===== src/rtl/multiplier_slot_scheduler.sv =====
// multiplier_slot_scheduler: shares a thread-slotted multiplier between requesters and returns tagged results.
// Define MULT_SCHED_ROUND_ROBIN_EN for round-robin arbitration; otherwise the lowest requester index wins.
module multiplier_slot_scheduler #(
    parameter int WORD_WIDTH        = 36,
    parameter int THREAD_COUNT      = 8,
    parameter int REQUESTER_COUNT   = 4,
    parameter int RESULT_LATENCY    = 16,
    parameter int FIFO_DEPTH        = 8,
    parameter int CONFIG_ADDR       = 0,
    parameter int CONFIG_ADDR_WIDTH = 1
) (
    input  logic                                  clock,
    input  logic                                  reset_n,
    input  logic [THREAD_COUNT-1:0]               slot_mask,
    input  logic [REQUESTER_COUNT-1:0]            req_valid,
    output logic [REQUESTER_COUNT-1:0]            req_ready,
    input  logic [REQUESTER_COUNT*WORD_WIDTH-1:0] req_A,
    input  logic [REQUESTER_COUNT*WORD_WIDTH-1:0] req_B,
    input  logic [REQUESTER_COUNT-1:0]            req_signed,
    output logic [CONFIG_ADDR_WIDTH-1:0]          mul_config_addr,
    output logic                                  mul_config_signed,
    output logic                                  mul_config_enable,
    output logic [WORD_WIDTH-1:0]                 mul_A,
    output logic [WORD_WIDTH-1:0]                 mul_B,
    output logic                                  mul_A_wren,
    output logic                                  mul_B_wren,
    input  logic [WORD_WIDTH-1:0]                 mul_R_low,
    input  logic [WORD_WIDTH-1:0]                 mul_R_high,
    output logic                                  res_valid,
    input  logic                                  res_ready,
    output logic [$clog2(REQUESTER_COUNT)-1:0]    res_tag,
    output logic [WORD_WIDTH-1:0]                 res_low,
    output logic [WORD_WIDTH-1:0]                 res_high
);
    localparam int SW = $clog2(THREAD_COUNT);
    localparam int TW = $clog2(REQUESTER_COUNT);
    localparam int FW = $clog2(FIFO_DEPTH);
    localparam int CW = FW + 1;
    localparam int EW = TW + 2 * WORD_WIDTH;

    logic [SW-1:0]         slot_q, next_slot;
    logic [WORD_WIDTH-1:0] a_q, b_q;
    logic                  sgn_q, wr_q, found, credit, grant, cap, pop;
    logic [TW-1:0]         tag_q, win;
    logic [CW-1:0]         in_flight_q, in_flight_d, fifo_count_q, fifo_count_d;
    logic [CW:0]           used;
    logic [FW-1:0]         wr_ptr_q, rd_ptr_q;
    logic [TW:0]           trk_q [RESULT_LATENCY];
    logic [EW-1:0]         mem_q [FIFO_DEPTH];

`ifdef MULT_SCHED_ROUND_ROBIN_EN
    logic [TW-1:0] ptr_q, ptr_d;
    always_comb begin
        logic [TW-1:0] idx;
        idx = '0;
        win = '0;
        found = 1'b0;
        for (int k = 0; k < REQUESTER_COUNT; k++) begin
            idx = TW'((int'(ptr_q) + k) % REQUESTER_COUNT);
            if (!found && req_valid[idx]) begin
                win = idx;
                found = 1'b1;
            end
        end
    end
    assign ptr_d = grant ? TW'((int'(win) + 1) % REQUESTER_COUNT) : ptr_q;
    always_ff @(posedge clock or negedge reset_n)
        if (!reset_n) ptr_q <= '0;
        else ptr_q <= ptr_d;
`else
    always_comb begin
        win = '0;
        found = 1'b0;
        for (int k = REQUESTER_COUNT - 1; k >= 0; k--)
            if (req_valid[TW'(k)]) begin
                win = TW'(k);
                found = 1'b1;
            end
    end
`endif

    // Credit counts granted-but-uncaptured ops so a capture can never find the FIFO full.
    assign next_slot    = slot_q + 1'b1;
    assign used         = {1'b0, fifo_count_q} + {1'b0, in_flight_q};
    assign credit       = used < (CW+1)'(FIFO_DEPTH);
    assign grant        = reset_n & found & slot_mask[next_slot] & credit;
    assign req_ready    = grant ? REQUESTER_COUNT'(1) << win : '0;
    assign cap          = trk_q[RESULT_LATENCY-1][TW];
    assign res_valid    = fifo_count_q != '0;
    assign pop          = res_valid & res_ready;
    assign in_flight_d  = in_flight_q + CW'(grant) - CW'(cap);
    assign fifo_count_d = fifo_count_q + CW'(cap) - CW'(pop);

    always_ff @(posedge clock or negedge reset_n) begin
        if (!reset_n) begin
            slot_q       <= '0;
            a_q          <= '0;
            b_q          <= '0;
            sgn_q        <= 1'b0;
            wr_q         <= 1'b0;
            tag_q        <= '0;
            in_flight_q  <= '0;
            fifo_count_q <= '0;
            wr_ptr_q     <= '0;
            rd_ptr_q     <= '0;
            for (int i = 0; i < RESULT_LATENCY; i++) trk_q[i] <= '0;
        end else begin
            slot_q <= next_slot;
            wr_q   <= grant;
            if (grant) begin
                a_q   <= WORD_WIDTH'(req_A >> (int'(win) * WORD_WIDTH));
                b_q   <= WORD_WIDTH'(req_B >> (int'(win) * WORD_WIDTH));
                sgn_q <= req_signed[win];
                tag_q <= win;
            end
            trk_q[0] <= {wr_q, tag_q};
            for (int i = 1; i < RESULT_LATENCY; i++) trk_q[i] <= trk_q[i-1];
            in_flight_q  <= in_flight_d;
            fifo_count_q <= fifo_count_d;
            if (cap) wr_ptr_q <= wr_ptr_q + 1'b1;
            if (pop) rd_ptr_q <= rd_ptr_q + 1'b1;
        end
    end

    always_ff @(posedge clock)
        if (cap) mem_q[wr_ptr_q] <= {trk_q[RESULT_LATENCY-1][TW-1:0], mul_R_high, mul_R_low};

    always_ff @(posedge clock)
        if (reset_n) assert (!(cap && fifo_count_q == CW'(FIFO_DEPTH)));

    assign {res_tag, res_high, res_low} = res_valid ? mem_q[rd_ptr_q] : '0;
    assign mul_config_addr   = CONFIG_ADDR_WIDTH'(CONFIG_ADDR);
    assign mul_config_signed = sgn_q;
    assign mul_config_enable = wr_q;
    assign mul_A_wren        = wr_q;
    assign mul_B_wren        = wr_q;
    assign mul_A             = a_q;
    assign mul_B             = b_q;
endmodule


===== config.mk =====
export PLATFORM = sky130hd
export DESIGN_NAME = multiplier_slot_scheduler
export DESIGN_NICKNAME = d
export VERILOG_FILES = /design/src/rtl/multiplier_slot_scheduler.sv
export SDC_FILE = /design/constraint.sdc
export NUM_CORES = 1
export LEC_CHECK = 0
export CAP_MARGIN = 30
export CORE_UTILIZATION = 30
export CTS_CLUSTER_DIAMETER = 40
export DETAILED_ROUTE_END_ITERATION = 7
export PLACE_DENSITY = 0.48
export SLEW_MARGIN = 15
export SYNTH_ARGS = -nofsm -noshare
export SYNTH_HDL_FRONTEND = slang
export SYNTH_SLANG_ARGS = --single-unit

===== constraint.sdc =====
create_clock -name clock -period 7.5 [get_ports clock]
set_input_delay 0.75 -clock clock [delete_from_list [all_inputs] [get_ports clock]]
set_output_delay 0.75 -clock clock [all_outputs]
set_load 0.01 [all_outputs]

---- After elaboration in Yosys (flattened, before gate mapping) ----
Memory sizes are Yosys's and may differ from the RTL's.
Cells that the tools add are included.
cells by class
  shift-type cells ........................ 3
  multiply operators ...................... 1
  bitwise gates (word level) .............. 4
  add/subtract/negate cells ............... 8
  mux-type cells .......................... 12
  reductions and logical operators ........ 1
  $lt $le $gt $ge ......................... 3
operators with widths
  kind                                                                   count
  144-bit by 32-bit >> shifter with 36-bit output                        1
  144-bit by 8-bit >> shifter with 36-bit output                         1
  74-bit two-way mux                                                     1
  3-bit by 1-bit adder with 3-bit output (second input constant)         3
  4-bit by 1-bit adder with 4-bit output                                 2
  4-bit by 1-bit subtractor with 4-bit output                            2
  2-bit by 4-bit multiplier with 6-bit output (second input constant)    1
  1-bit two-way mux                                                      6
  4-bit by 4-bit adder with 5-bit output                                 1
  5-bit by 4-bit < comparator with 1-bit output (second input constant)  1
  1-bit AND                                                              4
  3-bit by 4-bit < comparator with 1-bit output (second input constant)  1
  2-bit two-way mux                                                      2
  4-bit two-way mux                                                      1
  4-bit nonzero test                                                     1
  1-bit by 2-bit << shifter with 4-bit output (first input constant)     1
  1-bit binary-select mux with 3-bit select                              1
  2-bit by 3-bit < comparator with 1-bit output (second input constant)  1
  1-bit binary-select mux with 2-bit select                              1
word-level totals
  input bits .............................. 379
  register bits ........................... 141
  memories ................................ 1
  bits in writable memories ............... 592
  logic and storage cells ................. 59
  output and inout port bits .............. 156
memories
  memory  words  bits a word  rd ports  clocked after Yosys merged registers in  wr ports  RTL line  source
  mem_q   8      74           1         0                                        1         49        logic [EW-1:0] mem_q [FIFO_DEPTH];

---- Longest topological paths before layout ----
Gate-level depths: netlist of run 1.
  depth after elaboration ................. 7
  depth in mapped cells ................... 12
  mapped depth without buffers ............ 11

---- Least setup slack after synthesis of run 1 ----
Ideal clock, no wire load.
  path kind ............................... register to register
  start point ............................. register wr_ptr_q[1]
  end point ............................... memory mem_q[0][0] (netlist bit), enable pin
  required time ........................... 6.906 ns
  period minus slack after synthesis ...... 6.124 ns
  path slack .............................. 1.376 ns
  stages on the path, launching flop included .. 3
  path buffers ............................ 0
  library setup time ...................... 0.594 ns
  data arrival time ....................... 5.531 ns
  cell sequence ........................... dfrtp_1 > nand2b_1 > nor3_1
RTL lines
  item                    RTL line  source
  from (decl)             47        logic [FW-1:0] wr_ptr_q, rd_ptr_q;
  from (signal assigned)  120       if (cap) wr_ptr_q <= wr_ptr_q + 1'b1;
  to (decl)               49
No word-level cell before the write port.

---- Worst setup path in the final report of run 1 ----
  start point ............................. register rd_ptr_q[0]
  end point ............................... output port res_high[28]
between the ends
  longest elaborated chain between the ends .. 2
ends and longest elaborated chain
  item                    RTL line  source
  from (decl)             47
  from (signal assigned)  121       if (pop) rd_ptr_q <= rd_ptr_q + 1'b1;
  memory read 8 x 74 bit  n/a
  74-bit two-way mux      131       assign {res_tag, res_high, res_low} = res_valid ? mem_q[rd_ptr_q] : '0;
  to (decl)               33        output logic [WORD_WIDTH-1:0] res_high
No other way between the ends.

==> flow_summary.ini, run 1 <==
[power]
leakage_uw = 0.0129
power.density_nw_per_um2 = 402
p_total_uw = 14900
ir_drop_mv = 0.271

[sta]
setup_violations = 0
setup_tns_ns = 0
min_period_ns = 4.81
worst_slew_pin_slew_ns = 0.941
slew_viol_final = 0
rsz0062_at_grt = false
slew_headroom_pct = 37.3
max_freq_mhz = 208
fin_crit_sh_pct = 64.1
worst_slack_ns = 2.69
hold_viol = 0
clock_skew_ns = 0.0696

[min_path]
min_to = trk_q[6]
min_path_cells = 0
hold_path_class = reg -> reg
hp-start = trk_q[9]

[yosys]
synthArstFlopShare_pct = 17.5
synth_area_um2 = 27700
yosysWarningCount = 0
ys_seq_area_share_pct = 74.6
netlist.area_leader.share_pct = 63.4
avgSynthCellArea_um2 = 19.8
synth-seq-cells = 708
synthFlopType = edfxtp_1
syn_inst = 1399
ys_top_cells_by_area = edfxtp_1 63%, mux4_2 12%, dfrtp_1 11%, mux2i_1 5.4%, a31oi_1 1.7%
synth-edff-count = 584
ys_types = 30
synth_top_area_cell = edfxtp_1

[floorplan]
num_rows = 111
die_h_um = 306
die_w_um = 306
ios = 535
core_um2 = 91500
start_util_pct = 30.2
dieArea_um2 = 93400

[worst_setup_path]
path_cells = buf_4 -> mux4_2 -> mux2i_1 -> nor2_1 -> clkdlybuf4s50_1
worstReg2RegEnd = in_flight_q[1]
critical_path.max_stage_delay_ns = 0.92
critPathArrivalTime_ns = 4.06
crit_family = buffers and inverters
critPathBufInv = 2
reg2regPathDepth = 9
worstSetupStartpointType = register
crit_type = reg -> out
r2r_slack_ns = 3.86
endpoint_kind = primary output
crit_start = rd_ptr_q[0]
timing.rr.start = slot_q[0]
critPathSlowestCell = dfrtp_4
critPathMaxFanout = 37
critPathRequiredTime_ns = 6.75

[placement]
gp_congestion = 0.784
dpl.hpwl_um = 41500
portBuffers = 381
dpl_worst_slack_ns = 3.19
placed_cell_area_um2 = 32900

[layout]
final_cell_mix = 584 x edfxtp_1, 379 x clkdlybuf4s50_1, 149 x mux2i_1, 146 x mux4_2, 121 x dfrtp_1
layout_commonest_cell = edfxtp_1
multiInputGateArea_um2 = 6640
regArea_um2 = 20700
layout.nets = 2233
syn2layout_area_growth_pct = 34.4
final_cell_area_um2 = 37200
fillers = 8137
drive_gt1_share_pct = 22.0
antenna_cells = 0

[route]
wl_met3_um = 4780
wl_met1_um = 29400
drc = 0
post_drt_wl_per_cell_um = 22.9
drtPass1Iterations = 4
drt_iter0_drc = 570
antenna_left = 0
dr_wl_met2_um = 36100
dr_total_vias = 14700
drt_wl_total_um = 71600
via_per_inst = 4.71
routed.top_layer = met5

[clocking]
ctsResizeCount = 0
cts_tree = done
clockRootBuffer = clkbuf_16
path_clk_slew_ns = 0.05
cts_made_buffers = 116
cts.sinks = 708
cts_setup_buffers = 0
cts_max_path_buffers = 3
clk_latency_ns = 0.67
h-tree-depth = 3

[global_route]
grt_max_degree = 121
overflow = 0
grt_pass1_vias = 16200
antenna_found_initial = 8
grt_usage_pct = 15.4
grt_pass1_wl_um = 106000

[run_status]
status = complete, no violations

[job]
cap_violations = 0
[Yosys cell counts, types with 2 or more instances]
cell type and instances:
nand2_1 4, a21oi_2 30, mux4_2 146, dfrtp_1 124, buf_4 6, edfxtp_1 584, and2_1 2, nor2_1 79
buf_2 21, xnor2_1 5, ha_1 15, a2111oi_0 2, nor3_1 2, mux2i_1 149, inv_1 16, mux2_2 2
a21o_1 2, nand2b_1 3, xor2_1 5, nor2b_1 3, fa_1 2, buf_6 4, and3_1 2, clkbuf_1 52
a31oi_1 75, a21oi_1 46, buf_1 15
[logic make-up after synthesis]
logic type / count (synthesis) / share of synthesized area [%]
AOI/OAI and AO/OA: 156 / 3.63
xor gates and xnor gates: 10 / 0.317
adders and majority gates: 17 / 0.823
buffers and inverters: 114 / 1.83
DFF: 708 / 74.6
muxes: 297 / 17.4
other: 1 / 0.0136
and+or+nand+nor: 96 / 1.42
[power by group]
part | leakage [µW] | internal (µW) | switching, µW
Sequential | 0.00669 | 4730 | 364
Clock | 0.00199 | 3610 | 1960
Combinational | 0.00425 | 2270 | 2010
Total | 0.0129 | 10600 | 4340
[layer usage]
layer / up-vias / GRT usage (%)
li1: 6539 / -
met1: 7562 / 18.8
met2: 488 / 26.5
met3: 115 / 4.43
met4: 8 / 4.11
met5: - / 0
[flip-flops by register name, summed over array words and instances, names as in the netlist]
name,count
mul_B,36
tag_q,1
trk_q,31
cap,1
wr_ptr_q,3
mul_A,36
mul_config_signed,1
in_flight_q,4
mem_q,584
fifo_count_q,4
mul_A_wren,1
slot_q,3
rd_ptr_q,3
[worst max path at each step]
stage                                 to  cells past startpoint
after floorplan              mem_q[0][0]                      2
after global placement    in_flight_q[1]                      9
after detailed placement    res_high[28]                      5
after CTS                   res_high[28]                      5
after global routing        res_high[28]                      5
final                       res_high[28]                      5
[repair_timing]
item,CTS,global route
hold buffers,1,0
hold endpoints to repair,5,0
endpoints found under the setup margin,0,0
[metrics by stage]
stage	std cells	hold slack (ns)	utilization (%)
final	3126	0.336	40.6
after global routing	3126	0.340	40.6
after global placement	2901	0.331	35.9
after CTS	3125	0.339	40.6
after detailed placement	2903	0.335	36.0
after floorplan	1402	0.331	-
[layout make-up]
type / count / area share, %
sequential: 708 / 55.6
multi-input combinational: 580 / 17.9
timing repair buffer: 415 / 11.1
clock buffer: 130 / 8.06
tap: 1186 / 3.99
clock inverter: 91 / 3.23
inverter: 16 / 0.162
Note: power is estimated with default switching activity, not from simulation.
==> run 2, diff against run 1 <==
--- a/config.mk
+++ b/config.mk
@@ -9,7 +9,7 @@
 export CORE_UTILIZATION = 30
 export CTS_CLUSTER_DIAMETER = 40
 export DETAILED_ROUTE_END_ITERATION = 7
-export PLACE_DENSITY = 0.48
+export PLACE_DENSITY = 0.5
 export SLEW_MARGIN = 15
 export SYNTH_ARGS = -nofsm -noshare
 export SYNTH_HDL_FRONTEND = slang
==> constraint.sdc (replaced) <==
create_clock -name clock -period 4.1 [get_ports clock]
set_input_delay 0.41 -clock clock [delete_from_list [all_inputs] [get_ports clock]]
set_output_delay 0.41 -clock clock [all_outputs]
set_load 0.01 [all_outputs]
==> run 2 against run 1 <==
Against the previous run: first-iteration DRC count rose by 56%; flip-flop and latch count did not move; combinational power rose by 86%; largest cell class unchanged; design area rose by 0.11%; utilization barely moved; clock power rose by 80%; global-route usage rose by 0.30 points; sequential power rose by 83%; highest routed layer unchanged; sequential share of layout area fell by 0.060 points; die area did not move; cell count fell by 0.16%.
==> flow_summary.ini, run 2 (synthesis gave the netlist of run 1 again) <==
[worst_setup_path]
reg2regPathDepth = 7
crit_start = slot_q[0]
worst-path-stages = 7
critPathArrivalTime_ns = 3.35
crit_family = compound AO/OA/AOI/OAI gates
critPathSlowestCell = a2111oi_0
timing.rr.start = slot_q[0]
worstSetupStartpointType = register
critPathBufInv = 1
crit_type = reg -> out
critical_path.max_stage_delay_ns = 0.78
critPathRequiredTime_ns = 3.69
path_cells = ha_1 -> xor2_1 -> a2111oi_0 -> a31oi_4 -> and3_4 -> nor2b_1 -> clkdlybuf4s50_1
critPathMaxFanout = 12
endpoint_kind = primary output

[sta]
hold_viol = 0
fin_crit_sh_pct = 91.7
worst_slack_ns = 0.339
clock_skew_ns = 0.0361
setup_violations = 0
slew_headroom_pct = 37.8
max_freq_mhz = 266
slew_viol_final = 0
rsz0062_at_grt = false
worst_hold_slack_ns = 0.334
worst_slew_pin_slew_ns = 0.933
min_period_ns = 3.76
setup_tns_ns = 0

[layout]
final_cell_mix = 584 x edfxtp_1, 379 x clkdlybuf4s50_1, 149 x mux2i_1, 146 x mux4_2, 121 x dfrtp_1
multiInputGateArea_um2 = 6650
layout_commonest_cell = edfxtp_1
fillers = 8178
stdcell_count = 3121
regMostFlops = mem_q
drive_gt1_share_pct = 22.1
syn2layout_area_growth_pct = 34.5
layout.nets = 2232
largest_reg_flops = 584
final_cell_area_um2 = 37200
regArea_um2 = 20700

[route]
drt_wl_total_um = 72400
dr_total_vias = 14800
antenna_left = 0
drtPass1Iterations = 5
drt_iter0_drc = 891
post_drt_wl_per_cell_um = 23.2
drc = 0
via_per_inst = 4.75

[clocking]
clk_latency_ns = 0.67
clockRootBuffer = clkbuf_16
path_clk_slew_ns = 0.05
cts_max_path_buffers = 3
h-tree-depth = 3
cts_tree = done
cts.sinks = 708
cts_made_buffers = 111

[global_route]
grt_pass1_vias = 16500
grt_max_degree = 74
grt_pass1_wl_um = 108000
grt_usage_pct = 15.7
antenna_found_initial = 12
overflow = 0

[placement]
portBuffers = 381
dpl.hpwl_um = 41900
placedCellCount = 2908
placed_cell_area_um2 = 33200
dpl_worst_slack_ns = 1.00
gp_congestion = 0.766

[min_path]
hold_path_class = reg -> reg
min_path_cells = 0
hp-start = trk_q[27]

[run_status]
status = complete, no violations

[floorplan]
die_h_um = 306
die_w_um = 306
start_util_pct = 30.2
num_rows = 111
dieArea_um2 = 93400
core_um2 = 91500
ios = 535

[power]
power.density_nw_per_um2 = 733
leakage_uw = 0.0130
ir_drop_mv = 0.348

[job]
cap_violations = 0
[run 2: changes by cell type in the layout (fill, tap and decap cells not counted), moves of 5 or more]
cell and delta:
buf_12 +13, buf_4 -8, clkbuf_1 -6, clkbuf_16 -5, clkinv_2 +5, clkinvlp_4 -8
[run 2: final timing paths]
| kind | to | slack, ns |
|---|---|---|
| max | req_ready[1] | 0.34 |
| max reg2reg | tag_q[0] | 0.99 |
| min | trk_q[24] | 0.33 |
| min in group asynchronous | in_flight_q[3] | 0.45 |
| max in group asynchronous | mul_A[3] | 2.44 |
| min reg2reg | trk_q[24] | 0.33 |
[run 2: final cells by class]
class,instances,share of cell area [%]
sequential,708,55.5
multi-input combinational,580,17.9
timing repair buffer,419,11.6
clock buffer,121,7.73
tap,1186,3.99
clock inverter,88,3.14
inverter,16,0.161
antenna,3,0.0202
[run 2: repair_timing]
item	CTS	global route
endpoints found under the setup margin	0	0
resized for setup	0	0
buffers inserted	0	0
endpoints found under the hold margin	51	0
hold buffers	1	0
[run 2: through the flow]
stage	total power, µW	util, %
detailed placement	17600	36.2
finish	27300	40.7
global route	28600	40.7
CTS	27800	40.7
floorplan	13700	-
global placement	17500	36.2
[run 2: where the power goes]
part | switching [µW] | internal [µW] | leakage (µW)
sequential | 646 | 8650 | 0.00669
combinational | 3730 | 4210 | 0.00430
clock | 3530 | 6520 | 0.00197
total | 7900 | 19400 | 0.0130
[run 2: per-layer routing]
layer	GRT usage, %	part of all wire [%]
met5	0	0.12
met4	5.42	2.3
met3	4.37	6.7
met2	27.4	51
met1	18.4	40
==> run 3, diff against run 2 <==
--- a/config.mk
+++ b/config.mk
@@ -10,7 +10,6 @@
 export CTS_CLUSTER_DIAMETER = 40
 export DETAILED_ROUTE_END_ITERATION = 7
 export PLACE_DENSITY = 0.5
-export SLEW_MARGIN = 15
 export SYNTH_ARGS = -nofsm -noshare
 export SYNTH_HDL_FRONTEND = slang
 export SYNTH_SLANG_ARGS = --single-unit
==> run 3 against run 2 <==
Against the previous run: fmax decreased by 1.0%; wire length decreased by 0.15%; clock power about the same; worst setup slack got worse by 0.040 ns; flip-flop and latch count unchanged; global-route usage about the same; utilization decreased by 0.072 points; highest routed layer unchanged.
==> flow_summary.ini, run 3 (synthesis gave the netlist of run 1 again) <==
[floorplan]
die_h_um = 306
num_rows = 111
dieArea_um2 = 93400
core_um2 = 91500
ios = 535
die_w_um = 306
start_util_pct = 30.2

[layout]
final_cell_mix = 584 x edfxtp_1, 379 x clkdlybuf4s50_1, 149 x mux2i_1, 146 x mux4_2, 121 x dfrtp_1
largest_reg_flops = 584
layout.nets = 2234
drive_gt1_share_pct = 22.4
layout_commonest_cell = edfxtp_1
syn2layout_area_growth_pct = 34.3
final_core_util_pct = 40.6
regMostFlops = mem_q

[global_route]
grt_max_degree = 74
grt_pass1_vias = 16400
overflow = 0
antenna_found_initial = 11
grt_pass1_wl_um = 108000
grt_usage_pct = 15.7

[sta]
rsz0062_at_grt = false
slew_headroom_pct = 36.1
max_freq_mhz = 263
worst_slew_pin_slew_ns = 0.959
clock_skew_ns = 0.0259
worst_slack_ns = 0.299
setup_tns_ns = 0
fin_crit_sh_pct = 92.7
min_period_ns = 3.80
hold_viol = 0
slew_viol_final = 0
setup_violations = 0

[placement]
gp_congestion = 0.766
dpl.hpwl_um = 42100
dpl_worst_slack_ns = 0.990
portBuffers = 381

[worst_setup_path]
timing.rr.start = slot_q[0]
reg2regPathDepth = 7
worstReg2RegEnd = tag_q[0]
crit_start = slot_q[0]
critPathRequiredTime_ns = 3.69
worstSetupStartpointType = register
critPathMaxFanout = 12
critPathArrivalTime_ns = 3.39
crit_type = reg -> out
r2r_slack_ns = 0.93
endpoint_kind = primary output

[route]
drtPass1Iterations = 4
drt_iter0_drc = 889
drt_wl_total_um = 72300
post_drt_wl_per_cell_um = 23.1
via_per_inst = 4.76
drc = 0
antenna_left = 0
dr_total_vias = 14900

[min_path]
min_path_cells = 0
hp-start = trk_q[8]
hold_path_class = reg -> reg
min_to = trk_q[5]

[clocking]
cts_max_path_buffers = 3
cts.sinks = 708
clk_latency_ns = 0.67
cts_tree = done
clockRootBuffer = clkbuf_16
cts_setup_buffers = 0
h-tree-depth = 3
path_clk_slew_ns = 0.06
cts_made_buffers = 113

[run_status]
status = complete, no violations

[power]
power.density_nw_per_um2 = 727
leakage_uw = 0.0129
ir_drop_mv = 0.307
p_total_uw = 27000

[job]
cap_violations = 0
run 3: repair_timing:
item / CTS / global route
hold buffers: 1 / 0
endpoints found under the hold margin: 51 / 0
resized for setup: 0 / 0
run 3: critical path, cell delays in order (launching register included):
cell and delay, ns:
dfrtp_1 0.42, ha_1 0.22, xor2_1 0.25, a2111oi_0 0.83, a31oi_4 0.06, and3_4 0.29, nor2b_1 0.15, clkdlybuf4s50_1 0.50
run 3: worst max-delay path by stage:
| stage | slack (ns) | end |
|---|---|---|
| final | 0.30 | req_ready[1] |
| after global routing | 0.13 | req_ready[1] |
| after detailed placement | 0.99 | tag_q[0] |
| after floorplan | -0.08 | mem_q[4][0] |
| after CTS | 0.18 | req_ready[1] |
| after global placement | 1.05 | req_ready[1] |
run 3: final cells by class:
| class | count | area [µm²] |
|---|---|---|
| Timing Repair Buffer | 419 | 4320 |
| Fill cell | 8191 | 54400 |
| Sequential cell | 708 | 20700 |
| Tap cell | 1186 | 1480 |
| Antenna cell | 2 | 5.00 |
| Clock inverter | 85 | 1010 |
| Inverter | 16 | 60.1 |
| Multi-Input combinational cell | 580 | 6650 |
| Clock buffer | 128 | 2970 |
run 3: metal layers:
layer | wire length, µm | global-route usage (%) | part of all wire [%]
met4 | 2230 | 6.00 | 3.1
met3 | 4950 | 4.30 | 6.8
met1 | 28500 | 18.8 | 39
met5 | 63 | 0 | 0.087
met2 | 36500 | 26.8 | 51
run 3: through the flow:
step	instances	hold slack, ns	instance area, µm²
after floorplan	1402	0.114	27700
after global placement	2907	0.333	33100
after detailed placement	2908	0.335	33200
after CTS	3122	0.332	37100
after global routing	3123	0.343	37100
final	3124	0.340	37100
run 3: where the power goes:
part           switching (µW)  internal [µW]
combinational            3730           4210
clock                    3600           6180
sequential                644           8650
total                    7970          19000
